### config.mk
export PLATFORM = sky130hd
export DESIGN_NAME = irrigation_sequencer
export DESIGN_NICKNAME = d
export VERILOG_FILES = /design/src/rtl/irrigation_sequencer.sv
export SDC_FILE = /design/constraint.sdc
export NUM_CORES = 1
export LEC_CHECK = 0
export ABC_AREA = 1
export CORE_UTILIZATION = 52
export CTS_CLUSTER_DIAMETER = 100
export DETAILED_ROUTE_END_ITERATION = 10
export PLACE_DENSITY = 0.78
export SLEW_MARGIN = 20
export SYNTH_ARGS = -nofsm -noshare
export SYNTH_HDL_FRONTEND = slang
export SYNTH_SLANG_ARGS = --single-unit
### constraint.sdc
create_clock -name clock -period 1.7 [get_ports clock]
set_input_delay 0.51 -clock clock [delete_from_list [all_inputs] [get_ports clock]]
set_output_delay 0.51 -clock clock [all_outputs]
set_load 0.05 [all_outputs]
### src/rtl/irrigation_sequencer.sv
// irrigation_sequencer: turns raw decoder requests into registered, mutually exclusive actuator commands.
// Build option IRRIG_DEBOUNCE_EN swaps the one-cycle input registers for debounce filters.
module irrigation_sequencer #(
  parameter int DEB_CYCLES = 4,
  parameter int MIN_ON     = 8,
  parameter int MAX_ON     = 64,
  parameter int MIN_OFF    = 4,
  parameter int CNT_W      = 8
) (
  input  logic       clock,
  input  logic       reset,
  input  logic       bs_req,
  input  logic       vs_req,
  input  logic       ve_req,
  input  logic       err,
  input  logic       fault_clr,
  output logic       Bs,
  output logic       Vs,
  output logic       Ve,
  output logic       Al,
  output logic       working,
  output logic [2:0] state
);

  typedef enum logic [2:0] {
    IDLE  = 3'd0,
    SPRAY = 3'd1,
    DRIP  = 3'd2,
    REST  = 3'd3,
    FAULT = 3'd4
  } st_e;

  logic [2:0] req_raw;
  logic [2:0] req_f;

  assign req_raw = {ve_req, vs_req, bs_req};

  genvar gi;
  generate
    for (gi = 0; gi < 3; gi++) begin : g_filt
      logic f_q;
`ifdef IRRIG_DEBOUNCE_EN
      logic [CNT_W-1:0] deb_q, deb_d;
      logic             f_d;

      // The counter holds the number of earlier mismatching samples; the
      // current mismatching sample completes the run and flips the output.
      always_comb begin
        deb_d = '0;
        f_d   = f_q;
        if (req_raw[gi] != f_q) begin
          if (deb_q == CNT_W'(DEB_CYCLES - 2)) f_d = req_raw[gi];
          else                                 deb_d = deb_q + 1'b1;
        end
      end

      always_ff @(posedge clock) begin
        if (reset) begin
          deb_q <= '0;
          f_q   <= 1'b0;
        end else begin
          deb_q <= deb_d;
          f_q   <= f_d;
        end
      end
`else
      always_ff @(posedge clock) begin
        if (reset) f_q <= 1'b0;
        else       f_q <= req_raw[gi];
      end
`endif
      assign req_f[gi] = f_q;
    end
  endgenerate

  logic             bs_f, vs_f, ve_f;
  logic             err_q;
  st_e              st_q, st_d;
  logic             last_q, last_d;
  logic [CNT_W-1:0] cnt_q, cnt_d;
  logic             bs_q, vs_q, ve_q, al_q;

  assign bs_f = req_f[0];
  assign vs_f = req_f[1];
  assign ve_f = req_f[2];

  always_comb begin
    st_d   = st_q;
    last_d = last_q;
    if (err_q) begin
      st_d = FAULT;
    end else begin
      case (st_q)
        FAULT: if (fault_clr) st_d = IDLE;
        IDLE: begin
          // On a tie the requester that was not served last wins.
          if (bs_f && (!vs_f || last_q)) begin
            st_d   = SPRAY;
            last_d = 1'b0;
          end else if (vs_f) begin
            st_d   = DRIP;
            last_d = 1'b1;
          end
        end
        SPRAY: if ((!bs_f && cnt_q >= CNT_W'(MIN_ON - 1)) || cnt_q == CNT_W'(MAX_ON - 1)) st_d = REST;
        DRIP:  if ((!vs_f && cnt_q >= CNT_W'(MIN_ON - 1)) || cnt_q == CNT_W'(MAX_ON - 1)) st_d = REST;
        REST:  if (cnt_q == CNT_W'(MIN_OFF - 1)) st_d = IDLE;
        default: st_d = IDLE;
      endcase
    end
  end

  always_comb begin
    cnt_d = cnt_q;
    if (st_d != st_q)   cnt_d = '0;
    else if (~&cnt_q)   cnt_d = cnt_q + 1'b1;
  end

  // Outputs are decoded from the next state so they change on the same edge as st_q.
  always_ff @(posedge clock) begin
    if (reset) begin
      err_q  <= 1'b0;
      st_q   <= IDLE;
      last_q <= 1'b1;
      cnt_q  <= '0;
      bs_q   <= 1'b0;
      vs_q   <= 1'b0;
      ve_q   <= 1'b0;
      al_q   <= 1'b0;
    end else begin
      err_q  <= err;
      st_q   <= st_d;
      last_q <= last_d;
      cnt_q  <= cnt_d;
      bs_q   <= (st_d == SPRAY);
      vs_q   <= (st_d == DRIP);
      ve_q   <= ve_f & (st_d != FAULT);
      al_q   <= (st_d == FAULT);
    end
  end

  assign Bs      = bs_q;
  assign Vs      = vs_q;
  assign Ve      = ve_q;
  assign Al      = al_q;
  assign working = ~al_q;
  assign state   = st_q;

endmodule

Word level (Yosys, flattened, before mapping)
Cells that the tools add are included.
{"block": "op_classes", "magnitude_cmp": 1, "reduce_logical": 13, "n_eq_ne": 11, "addsub": 1, "n_mux": 10, "bitwise": 3}
{"op": "2-to-1 mux 3 bit", "count": 7}
{"op": "one-hot mux 3 bit (5 select lines)", "count": 1}
{"op": "== test 3 x 2 -> 1 bit, second input constant", "count": 3}
{"op": "adder 8 x 1 -> 8 bit, second input constant", "count": 1}
{"op": "== test 8 x 2 -> 1 bit, second input constant", "count": 1}
{"op": "== test 8 x 6 -> 1 bit, second input constant", "count": 1}
{"op": ">= comparator 8 x 3 -> 1 bit, second input constant", "count": 1}
{"op": "AND reduction 8 bit", "count": 1}
{"op": "== test 3 x 1 -> 1 bit, second input constant", "count": 2}
{"op": "== test 3 bit, second input constant", "count": 2}
{"op": "logical AND 1 bit", "count": 3}
{"op": "zero test 3 bit", "count": 1}
{"op": "logical OR 1 bit", "count": 3}
{"op": "inequality test 3 bit", "count": 1}
{"op": "inequality test 3 bit, second input constant", "count": 1}
{"op": "AND reduction 3 bit", "count": 1}
{"op": "zero test 1 bit", "count": 2}
{"op": "2-to-1 mux 1 bit", "count": 2}
{"op": "NOT 1 bit", "count": 2}
{"op": "nonzero test 2 bit", "count": 1}
{"op": "OR reduction 2 bit", "count": 1}
{"op": "bitwise AND 1 bit", "count": 1}
{"block": "totals", "out_inout_bits": 8, "in_bits": 7, "reg_bits": 20, "elab_cells": 50}

Logic depth before layout (Yosys ltp)
{"block": "logic_depth", "word_depth": 8, "depth_mapped": 12, "depth_no_buf": 12}

Worst setup path after synthesis
Ideal clock, no wire load.
{"block": "synth_path", "path_kind": "register to register", "from": "register st_q[2] (netlist: state[2])", "to": "register cnt_q[6]", "arrival_time_ns": 1.578, "path_slack_ns": 0.000, "required_time_ns": 1.578, "period_less_slack_ns": 1.700, "path_stages_with_launch": 10, "n_path_buf": 0, "setup_time_ns": 0.122, "path_cell_list": "dfxtp_1 inv_1 nand3_1 nand2_1 nor2_1 nand2_2 nand2_2 nand2_2 nand3_4 nor3_2"}
{"block": "synth_between", "elab_chain_len": 6, "word_cells_on_any_way": 15, "classes_between": "eq/ne: 5; mux: 8; reduce/logical: 2"}
{"item": "start, declared", "line": "78", "text": "st_e st_q, st_d;"}
{"item": "start signal, assigned", "line": "132", "text": "st_q <= st_d;"}
{"item": "2-to-1 mux 3 bit", "line": "100", "text": "end else if (vs_f) begin"}
{"item": "2-to-1 mux 3 bit", "line": "97", "text": "if (bs_f && (!vs_f || last_q)) begin"}
{"item": "one-hot mux 3 bit (5 select lines)", "line": "93", "text": "case (st_q)"}
{"item": "2-to-1 mux 3 bit", "line": "90", "text": "if (err_q) begin"}
{"item": "inequality test 3 bit (*)", "line": "115", "text": "if (st_d != st_q) cnt_d = '0;"}
{"item": "OR reduction 2 bit (no line) (*)"}
{"item": "end signal, assigned", "line": "134", "text": "cnt_q <= cnt_d;"}
{"item": "end, declared", "line": "80", "text": "logic [CNT_W-1:0] cnt_q, cnt_d;"}
Mark *: on every way between the ends. The rest lies on a longest branch, timed or not.
A chain may end at the register's enable or synchronous reset.

Final worst setup path
{"block": "layout_path", "from": "register st_q[0] (netlist: state[0])", "to": "output state[0]"}
{"item": "end, declared", "line": "22", "text": "output logic [2:0] state"}
No word-level cell between the ends.

==> impl_metrics.json <==
{
  "die_h_um": 46.6,
  "ant_nets": 0,
  "hold_viol": 0,
  "max_freq_mhz": 635,
  "initial_utilization_pct": 57.3,
  "first_pass_iters": 4,
  "syn_nets": 145,
  "routed_via_density": 5.04,
  "grtUsageTotal_pct": 21.0,
  "tns_ns": 0,
  "ys_seq_area_share_pct": 38.8,
  "power_density_mw_per_mm2": 852,
  "critPathSlowestCell": "dfxtp_1",
  "multiInputGateArea_um2": 553,
  "clock_sinks": 20,
  "cp.arrival_ns": 1.06,
  "synth_area_mm2": 0.00103,
  "p_seq_share_pct": 44.9,
  "syn_avg_cell_area_um2": 7.53,
  "grt_max_degree": 13,
  "ff2ff_setup_slack_ns": 0.15,
  "drcViolationCount": 0,
  "io_buffers": 14,
  "syn_to_final_growth_pct": 32.2,
  "fillers": 144,
  "most-common-layout-cells": "nand2_1, inv_1, dfxtp_1",
  "fin_crit_sh_pct": 92.6,
  "path_buf_inv": 1,
  "path_class": "reg -> out",
  "gp_routability_congestion": 0.859,
  "antenna_cells": 0,
  "ff_latch_area_um2": 403,
  "swShare_pct": 27.8,
  "layout-drive-gt1-share_pct": 29.5,
  "post-route-util_pct": 75.8,
  "skew_ns": 0.00473,
  "p_int_w": 0.000840,
  "first_global_vias": 781,
  "final_cells": 181,
  "ctsHtreeMaxLevel": 1,
  "cp-start-kind": "flop",
  "design.die.area_mm2": 0.00217,
  "worstPathRequired_ns": 1.19,
  "ctsRootBufferMaster": "clkbuf_4",
  "run_status": "completed",
  "path_max_fanout": 7,
  "wl_per_cell_um": 10.7,
  "path_cells": "buf_12",
  "die_x_um": 46.6,
  "num_rows": 15,
  "worstHoldPathType": "reg -> reg",
  "cp-end-kind": "primary output",
  "placed_cells": 177,
  "ys_seq_elements": 20,
  "wirelength_um": 1940,
  "cts_inserted_buffers": 3,
  "period_needed_ns": 1.57,
  "drt-initial-drc-count": 14,
  "cap_violations": 0,
  "clock_latency_ns": 0.30,
  "slew_headroom_pct": 74.5,
  "layout_commonest_cell": "nand2_1",
  "clockBufferDepth": 2,
  "grt_pass1_wl_um": 3130,
  "via_count": 912,
  "leakage_nw": 0.595,
  "yosys_warnings": 0,
  "cts_tree": "built",
  "io_pins": 15,
  "synthDistinctLibCells": 26,
  "syn-instance-count": 137,
  "slew_violations": 0,
  "dp_hpwl_um": 1480,
  "fin_hold_ws_ns": 0.432,
  "slowest_delay_ns": 0.57,
  "cpLargestDelayFamily": "flip-flops",
  "setup_violations": 0,
  "grt_antenna_before_repair": 0,
  "clk_pin_slew_worst_paths_ns": 0.11,
  "worstMarginPinSlew_ns": 0.381,
  "p_sw_w": 0.000323,
  "clockPowerShare_pct": 33.0,
  "core_area_mm2": 0.00180,
  "fin_nets": 165,
  "grt_overflow": 0,
  "peakVddDrop_mv": 0.582,
  "combPwrFrac_pct": 22.1
}
==> sequential cells by signal (all words and copies together) (netlist names) <==
signal	cells
g_filt.f_q	2
Vs	1
err_q	1
Bs	1
Ve	1
state	3
cnt_q	8
bs_f	1
Al	1
last_q	1
==> what timing repair did <==
action | in CTS | in global routing
endpoints found under the hold margin | 0 | 0
setup endpoints to repair | 0 | 8
resized for setup | 0 | 6
setup buffers | 0 | 0
hold buffers | 0 | 0
==> final timing paths <==
kind / from / end / cells after the start
setup / recovery: state[0]$_SDFF_PP0_ / state[0] / 1
hold / removal: g_filt[2].f_q$_SDFF_PP0_ / Ve$_SDFF_PP0_ / 2
setup reg to reg: cnt_q[0]$_SDFFE_PP0N_ / cnt_q[2]$_SDFFE_PP0N_ / 10
hold reg to reg: g_filt[2].f_q$_SDFF_PP0_ / Ve$_SDFF_PP0_ / 2
==> Yosys cell counts <==
master | count | share of area (%)
a211o_1 | 1 | 0.85
a21oi_1 | 4 | 1.9
a21oi_2 | 1 | 0.85
clkbuf_1 | 1 | 0.36
clkinv_1 | 1 | 0.36
dfxtp_1 | 20 | 39
ha_1 | 1 | 1.2
inv_1 | 21 | 7.6
inv_2 | 2 | 0.73
nand2_1 | 23 | 8.4
nand2_2 | 7 | 4.2
nand2_4 | 1 | 1.1
nand3_1 | 10 | 4.8
nand3_2 | 1 | 0.97
nand3_4 | 1 | 1.7
nand4_1 | 2 | 1.2
nor2_1 | 16 | 5.8
nor2_2 | 3 | 1.8
nor3_1 | 1 | 0.48
nor3_2 | 9 | 8.7
o211ai_1 | 1 | 0.73
o21ai_0 | 2 | 0.97
o21ai_1 | 1 | 0.48
o21ai_2 | 2 | 1.7
o21bai_1 | 1 | 0.73
xor2_1 | 4 | 3.4
==> layer usage <==
| metal | global-route usage (%) | share of wire, % | up-vias |
|---|---|---|---|
| met5 | 0 | 0 | - |
| met2 | 34.7 | 49 | 13 |
| li1 | - | - | 467 |
| met4 | 7.06 | 1.9 | 0 |
| met3 | 8.24 | 3.2 | 6 |
| met1 | 24.5 | 46 | 426 |
==> power groups by stage <==
stage                     Combinational (W)  Sequential, W  Clock [W]
after CTS                          0.000258       0.000519   0.000389
after detailed placement           0.000255       0.000529          0
after floorplan                    0.000132       0.000555          0
final                              0.000257       0.000522   0.000384
after global routing               0.000282       0.000526   0.000406
after global placement             0.000248       0.000528          0
==> cell type report <==
type / instances / area share [%]
Clock buffer: 3 / 1.65
Clock inverter: 1 / 2.20
Inverter: 24 / 6.60
Multi-Input combinational cell: 92 / 40.5
Sequential cell: 20 / 29.5
Tap cell: 25 / 2.29
Timing Repair Buffer: 16 / 17.2
==> stage by stage <==
step | cell area (um2) | power, W | setup slack, ns
6_report | 1370 | 0.00116 | 0.125
5_1_grt | 1370 | 0.00121 | -0.00273
4_1_cts | 1350 | 0.00117 | 0.0451
3_5_place_dp | 1290 | 0.000785 | -0.0756
3_3_place_gp | 1290 | 0.000776 | -0.0209
2_1_floorplan | 1030 | 0.000687 | 0.0000354
==> worst reg2reg max path: cells and delay by family, from the launching register on <==
| kind | cells | cell delay (ns) |
|---|---|---|
| flip-flops | 1 | 0.36 |
| AND/OR/NAND/NOR | 8 | 0.81 |
| AO/OA/AOI/OAI | 1 | 0.14 |
| adder cells (fa/ha/maj) | 1 | 0.16 |
==> cells by family (layout without fill, tap and decap cells) <==
logic type	Yosys count	after routing	share of synthesized area (%)
DFF	20	20	38.8
adders and majority gates	1	1	1.21
and+or+nand+nor	74	74	39.3
buffers and inverters	25	44	9.09
xor gates and xnor gates	4	4	3.39
AOI/OAI and AO/OA	13	13	8.24
No activity file was read; power rests on OpenSTA's default activity.
